File: config.mk
export PLATFORM = sky130hd
export DESIGN_NAME = branch_encode
export DESIGN_NICKNAME = d
export VERILOG_FILES = /design/src/rtl/branch_encode.sv
export SDC_FILE = /design/constraint.sdc
export NUM_CORES = 1
export LEC_CHECK = 0
export CORE_MARGIN = 4
export CORE_UTILIZATION = 51
export CTS_CLUSTER_DIAMETER = 80
export CTS_CLUSTER_SIZE = 28
export DETAILED_ROUTE_END_ITERATION = 7
export PLACE_DENSITY = 0.82
export SLEW_MARGIN = 25
export SYNTH_ARGS = -nofsm -noshare
export SYNTH_HDL_FRONTEND = slang
export SYNTH_SLANG_ARGS = --single-unit
File: constraint.sdc
create_clock -name clk -period 4.2 [get_ports clk]
set_input_delay 1.05 -clock clk [delete_from_list [all_inputs] [get_ports clk]]
set_output_delay 1.05 -clock clk [all_outputs]
set_load 0.005 [all_outputs]
File: src/rtl/branch_encode.sv
// branch_encode: two-stage pipelined encoder from decoded branch fields to RV32 instruction words
module branch_encode #(
    parameter int ERR_CNT_W   = 8,
    parameter bit DROP_ON_ERR = 1'b0
) (
    input  logic                 clk,
    input  logic                 rst,
    input  logic                 in_valid,
    output logic                 in_ready,
    input  logic                 is_nop,
    input  logic                 is_jmp,
    input  logic                 is_imm_type,
    input  logic                 zero_ext,
    input  logic [1:0]           op,
    input  logic [4:0]           rs1,
    input  logic [4:0]           rs2,
    input  logic [4:0]           rd,
    input  logic [19:0]          imm,
    output logic                 out_valid,
    input  logic                 out_ready,
    output logic [31:0]          inst,
    output logic                 out_err,
    output logic [ERR_CNT_W-1:0] err_count
);
    logic        s1_valid, s1_nop, s1_jmp, s1_imm_type, s1_zero_ext;
    logic [1:0]  s1_op;
    logic [4:0]  s1_rs1, s1_rs2, s1_rd;
    logic [19:0] s1_imm;
    logic        s2_can_take, imm_ok, err;
    logic [2:0]  funct3;
    logic [31:0] br_inst, jal_inst, jalr_inst, enc;

    assign s2_can_take = !out_valid || out_ready;
    assign in_ready    = !s1_valid || s2_can_take;

    // build every candidate format from stage 1 and decide legality; illegal entries encode as zero
    always_comb begin
        imm_ok    = &s1_imm[19:11] || ~|s1_imm[19:11];
        funct3    = {s1_op[1], s1_op[1] & s1_zero_ext, s1_op[0]};
        br_inst   = {s1_imm[11], s1_imm[9:4], s1_rs2, s1_rs1, funct3, s1_imm[3:0], s1_imm[10], 7'b1100011};
        jal_inst  = {s1_imm[19], s1_imm[9:0], s1_imm[10], s1_imm[18:11], s1_rd, 7'b1101111};
        jalr_inst = {s1_imm[11:0], s1_rs1, 3'b000, s1_rd, 7'b1100111};
        err       = !s1_nop && (s1_jmp ? (s1_imm_type && !imm_ok)
                                       : (s1_imm_type || !imm_ok || (s1_zero_ext && !s1_op[1])));
        enc       = (s1_nop || err) ? '0 : s1_jmp ? (s1_imm_type ? jalr_inst : jal_inst) : br_inst;
    end

    // stage 1 occupancy: refills whenever the stage can advance
    always_ff @(posedge clk or posedge rst) begin
        if (rst) s1_valid <= 1'b0;
        else if (in_ready) s1_valid <= in_valid;
    end

    // stage 1 payload: captured only on an accepted handshake
    always_ff @(posedge clk) begin
        if (in_valid && in_ready) begin
            s1_nop      <= is_nop;
            s1_jmp      <= is_jmp;
            s1_imm_type <= is_imm_type;
            s1_zero_ext <= zero_ext;
            s1_op       <= op;
            s1_rs1      <= rs1;
            s1_rs2      <= rs2;
            s1_rd       <= rd;
            s1_imm      <= imm;
        end
    end

    // stage 2: registered outputs held while stalled; errors counted on entry with saturation
    always_ff @(posedge clk or posedge rst) begin
        if (rst) begin
            out_valid <= 1'b0;
            inst      <= '0;
            out_err   <= 1'b0;
            err_count <= '0;
        end else if (s2_can_take) begin
            out_valid <= s1_valid && !(DROP_ON_ERR && err);
            if (s1_valid) begin
                inst    <= enc;
                out_err <= err;
                if (err && !(&err_count)) err_count <= err_count + ERR_CNT_W'(1);
            end
        end
    end
endmodule

# After elaboration in Yosys (flattened, before gate mapping)
# Index checks and enable logic that the tools add are counted.
# W data, S select, Z words.
classes:
  n_reduce_logical: 23
  n_bitwise: 1
  mux: 4
  add_sub_neg: 1
ops:
  columns: ["operator", "count"]
  rows:
  - ["$mux W32", 3]
  - ["$reduce_and A9 Y1", 1]
  - ["$reduce_or A9 Y1", 1]
  - ["$add A8 B1 Y8 const B", 1]
  - ["$reduce_and A8 Y1", 1]
  - ["$logic_not A1 Y1", 7]
  - ["$logic_or A1 B1 Y1", 6]
  - ["$logic_and A1 B1 Y1", 5]
  - ["$reduce_and A3 Y1", 1]
  - ["$reduce_and A2 Y1", 1]
  - ["$and A1 B1 Y1", 1]
  - ["$mux W1", 1]
totals:
  register_bits: 84
  out_inout_bits: 43
  inputBits: 45
  elab_cells: 43

# Longest topological paths before layout
depth:
  word_depth: 10
  mapped_depth: 7
  ltp_nobuf: 5

# Worst setup path before layout
# Ideal clock, no wire load.
synth_timing:
  path_type: "input to register"
  startpoint: "input port out_ready"
  endpoint: "register s1_imm[0], enable pin"
  n_path_buf: 0
  arrival_time_ns: 2.216
  setup_slack_ns: 1.582
  t_required_ns: 3.798
  stages: 3
  setup_time_ns: 0.402
  cell_sequence: "nor2b_1 > nand2_1 > and2_1"
synth_between:
  elab_chain_len: 3
synth_lines:
  columns: ["element", "line_no", "rtl"]
  rows:
  - ["from (decl)", "20", "input logic out_ready,"]
  - ["$logic_or A1 B1 Y1", "33", "assign s2_can_take = !out_valid || out_ready;"]
  - ["$logic_or A1 B1 Y1", "34", "assign in_ready = !s1_valid || s2_can_take;"]
  - ["via in_ready", "9", "output logic in_ready,"]
  - ["$logic_and A1 B1 Y1", "56", "if (in_valid && in_ready) begin"]
  - ["to (signal assigned)", "65", "s1_imm <= imm;"]
  - ["to (decl)", "28", "logic [19:0] s1_imm;"]
# The timed path passes the listed nets, and every way through them passes these cells.
# A chain may end at the register's enable or synchronous reset.

# Final worst setup path
layout_timing:
  startpoint: "input port out_ready"
  endpoint: "output port in_ready"
layout_between:
  elab_chain_len: 2
layout_lines:
  columns: ["element", "line_no"]
  rows:
  - ["$logic_or A1 B1 Y1", "33"]
  - ["$logic_or A1 B1 Y1", "34"]
  - ["to (decl)", "9"]
# No other way between the ends.

==> parameters.txt <==
Parameter                              Value

Status
  Run status ... completed

Power and ir drop
  Static Leakage ... 1.76 nW
  Power density relative to cell area ... ~430 mW/mm^2
  Worst ir drop on vdd ... about 0.00035 V

Min path
  Worst Hold Path EP ... inst[12]
  Hold Path Stages ... 1
  Hold path start ... s1_op[0]
  HP Class ... register to register

Synthesis
  Warnings from Yosys ... 0
  Cell taking the most area after synthesis ... sky130_fd_sc_hd__edfxtp_1
  Simple-Gate Fraction of Synth Area ... 0.105
  Share of synthesized cell area in full adder, half adder and majority cells ... 0.00389
  Asr flop ratio synth ... 0.488
  Gate Count Post-Synth ... 239
  Count of state elements after synthesis ... 80
  Post-synth EDFFs ... 41
  Fraction of synthesized cell area in xor and xnor cells ... 0.0191
  Share of synthesized area occupied by flip-flops and latches ... 0.686
  Compound-cell area share of the yosys netlist ... 0.0968
  Most common cell in the synthesized netlist ... sky130_fd_sc_hd__edfxtp_1
  Average footprint of a synthesized cell ... 13.5 um^2
  Net count of the mapped netlist ... 285
  Number of different library cells in the post-synthesis netlist ... 43
  Top flip-flop cell by instance count after synthesis ... sky130_fd_sc_hd__edfxtp_1
  Biggest area contributors in the synthesized netlist ... sky130_fd_sc_hd__edfxtp_1 (38%), sky130_fd_sc_hd__dfrtp_1 (30%), sky130_fd_sc_hd__mux2i_1 (5.6%), sky130_fd_sc_hd__nand2_1 (4.1%), sky130_fd_sc_hd__o21ai_0 (3.3%)
  Main combinational cell family by area after synthesis ... simple AND/OR/NAND/NOR gates
  Top cell types by occurrence after synthesis ... sky130_fd_sc_hd__edfxtp_1 (41), sky130_fd_sc_hd__dfrtp_1 (39), sky130_fd_sc_hd__nand2_1 (35), sky130_fd_sc_hd__o21ai_0 (21), sky130_fd_sc_hd__mux2i_1 (18)
  Post-Syn Area ... 0.00322 mm^2
  Post-synth top area share ... 0.383
  Fraction of synthesized area in multiplexers ... 0.0607

Clock tree
  Post-CTS setup buffers ... 0
  CTS clk-pin slew, worst paths ... 0.08 ns
  Max Buffers Root-to-Sink ... 2
  Clock root cell ... sky130_fd_sc_hd__clkbuf_8
  Cts bufs inserted ... 9
  Total of hold buffers inserted after clock tree synthesis ... 0
  H-tree depth reported by CTS ... 3
  Clock net sink count ... 80
  Post-cts repair resize count ... 0
  Clock network latency to the later pin of the worst-skew pair ... 0.34 ns
  TritonCTS clock tree ... done

Final layout
  Count of nets after finishing ... 373
  Synthesis-to-finish area growth ... 35.7%
  Count of inserted antenna diode cells ... 0
  Share of layout cells above drive strength 1 ... 0.0876

STA
  Max Freq ... 301 MHz
  Final worst clock skew ... approximately 0.011 ns
  Fraction of the cycle the final worst path needs ... 0.790
  Final count of pins violating max slew ... 0
  Pin slew with the least headroom to its limit ... 0.935 ns
  Hold WS ... 0.480 ns
  Setup-violating endpoint count in the final report ... 0
  Hold violation total from the final report ... 0
  Rel. slew slack ... 0.377
  Setup repair after global routing missed its margin ... false
  Crit path time final ... 3.32 ns
  Fin Setup TNS ... 0 ns

Global routing
  GR Util met1 ... 0.256
  Global-route congestion overflow total ... 0
  Global-route total usage across every layer ... 0.198
  Wire length of the first global-routing pass ... 11.4 mm
  Pin count of the biggest net entering global routing ... 42
  Global routing met2 resource utilization ... 0.323
  Met3 layer usage reported by global route ... 0.0397
  Number of global-route vias before repair ... 2369
  Most utilized layer in the global route result ... met2
  Initial antenna violation count ... 0

Route
  Via-to-Cell Ratio ... 5.50
  Initial detailed-routing violation count ... 158
  Post-route DRC ... 0
  DRT antenna net count ... 0
  WL/cell ... between 15 and 20 um
  Wire length after detailed routing ... slightly above 7 mm
  Iteration count of the initial detailed-routing pass ... 4
  Vias after detailed routing ... 2234

Die
  Die span in x ... 87.4 um
  Die footprint ... about 0.0076 mm^2
  Effective utilization at floorplan ... 0.534
  Core Area ... 0.00603 mm^2
  Row cnt ... 28
  Ports ... 88
  Die height ... 87.4 um

Critical path
  End of the worst register-to-register path ... inst[29]
  Nature of the critical path endpoint ... output port
  Data arrival time of the worst path ... 2.27 ns
  Data required time at the worst endpoint ... roughly 3.2 ns
  Worst reg2reg startpoint ... s1_jmp
  Setup CP Type ... input port to output port
  Critical Path Start Type ... input port
  R2R cell count ... 5
  Max Fanout on Critical Path ... 3
  Slack of the worst reg-to-reg path ... 2.00 ns

Place
  Routability congestion estimate from global placement ... 0.775
  Count of buffers inserted at the top-level ports ... 86
  DP Wirelength ... slightly above 5 mm

Job
  Max-Cap Viols ... 0
## placed cells by master, fill, tap and decap left out, types with 2 or more instances in the layout
master and instances:
sky130_fd_sc_hd__a21o_1 3, sky130_fd_sc_hd__edfxtp_1 41, sky130_fd_sc_hd__a22oi_1 4, sky130_fd_sc_hd__clkbuf_8 9, sky130_fd_sc_hd__nor3_1 2, sky130_fd_sc_hd__nor2_1 7
sky130_fd_sc_hd__mux2i_1 18, sky130_fd_sc_hd__dfrtp_1 39, sky130_fd_sc_hd__nand2b_1 2, sky130_fd_sc_hd__or3_1 2, sky130_fd_sc_hd__a32o_1 4, sky130_fd_sc_hd__clkdlybuf4s50_1 86
sky130_fd_sc_hd__o21ai_1 2, sky130_fd_sc_hd__inv_1 3, sky130_fd_sc_hd__nand4_1 3, sky130_fd_sc_hd__nor2b_1 2, sky130_fd_sc_hd__a22o_1 3, sky130_fd_sc_hd__inv_2 2
sky130_fd_sc_hd__buf_4 4, sky130_fd_sc_hd__and3_1 2, sky130_fd_sc_hd__bufinv_16 3, sky130_fd_sc_hd__clkbuf_1 2, sky130_fd_sc_hd__xnor2_1 6, sky130_fd_sc_hd__nand3_1 6
sky130_fd_sc_hd__nand2_1 35, sky130_fd_sc_hd__o21ai_0 21
## where the power goes
| group | switching, W | total, W | internal, W |
|---|---|---|---|
| Clock | 0.000261 | 0.000652 | 0.000391 |
| Sequential | 0.0000603 | 0.000960 | 0.000900 |
| Combinational | 0.000108 | 0.000274 | 0.000166 |
| Total | 0.000430 | 0.00189 | 0.00146 |
## kinds of logic after synthesis
kind of cell / count (synthesis)
simple gates: 68
buf+inv: 18
xor+xnor: 7
other cells: 1
fa+ha+maj: 1
mux: 19
compound gates: 45
flops: 80
## metrics by stage
stage / util / worst slack, ns / power (W) / instances / instance area, um^2
after floorplan: - / 1.58 / 0.00108 / 239 / 3220
after global placement: 0.687 / 0.899 / 0.00124 / 391 / 4140
after detailed placement: 0.687 / 0.890 / 0.00126 / 391 / 4140
after CTS: 0.725 / 0.888 / 0.00189 / 406 / 4370
after global routing: 0.725 / 0.789 / 0.00197 / 406 / 4370
final: 0.725 / 0.883 / 0.00189 / 406 / 4370
## how the worst max path moves through the flow
stage / startpoint / to / slack, ns / depth (start not counted)
6_report: out_ready / in_ready / 0.88 / 4
3_5_place_dp: out_ready / in_ready / 0.89 / 4
4_1_cts: out_ready / in_ready / 0.89 / 4
3_3_place_gp: out_ready / in_ready / 0.90 / 4
5_1_grt: out_ready / in_ready / 0.79 / 4
2_1_floorplan: out_ready / s1_imm[0] / 1.58 / 3
## sequential cells by signal (all words and copies together), names as in the netlist
register / cells
s1_jmp: 1
s1_zero_ext: 1
s1_rs1: 5
s1_imm_type: 1
out_valid: 1
s1_imm: 20
err_count: 8
out_err: 1
s1_nop: 1
s1_op: 2
inst: 28
s1_rs2: 5
s1_valid: 1
s1_rd: 5
## worst max-delay path, stage by stage
cell and delay (ns):
sky130_fd_sc_hd__clkdlybuf4s50_1 0.42, sky130_fd_sc_hd__nor2b_1 0.22, sky130_fd_sc_hd__nand2_1 0.12, sky130_fd_sc_hd__clkdlybuf4s50_1 0.46
## layer usage
layer,wire [um],vias to the layer above
met1,2870,1104
met2,3620,84
met3,431,13
met5,0,-
met4,152,0
li1,-,1033
## cell type report
| type | instances | area, um^2 |
|---|---|---|
| sequential | 80 | 2210 |
| fill | 410 | 1660 |
| multi-input combinational | 141 | 931 |
| timing repair buffer | 90 | 891 |
| clock buffer | 11 | 131 |
| clock inverter | 4 | 93.8 |
| tap | 75 | 93.8 |
| inverter | 5 | 18.8 |
No activity file was read; power rests on OpenSTA's default activity.
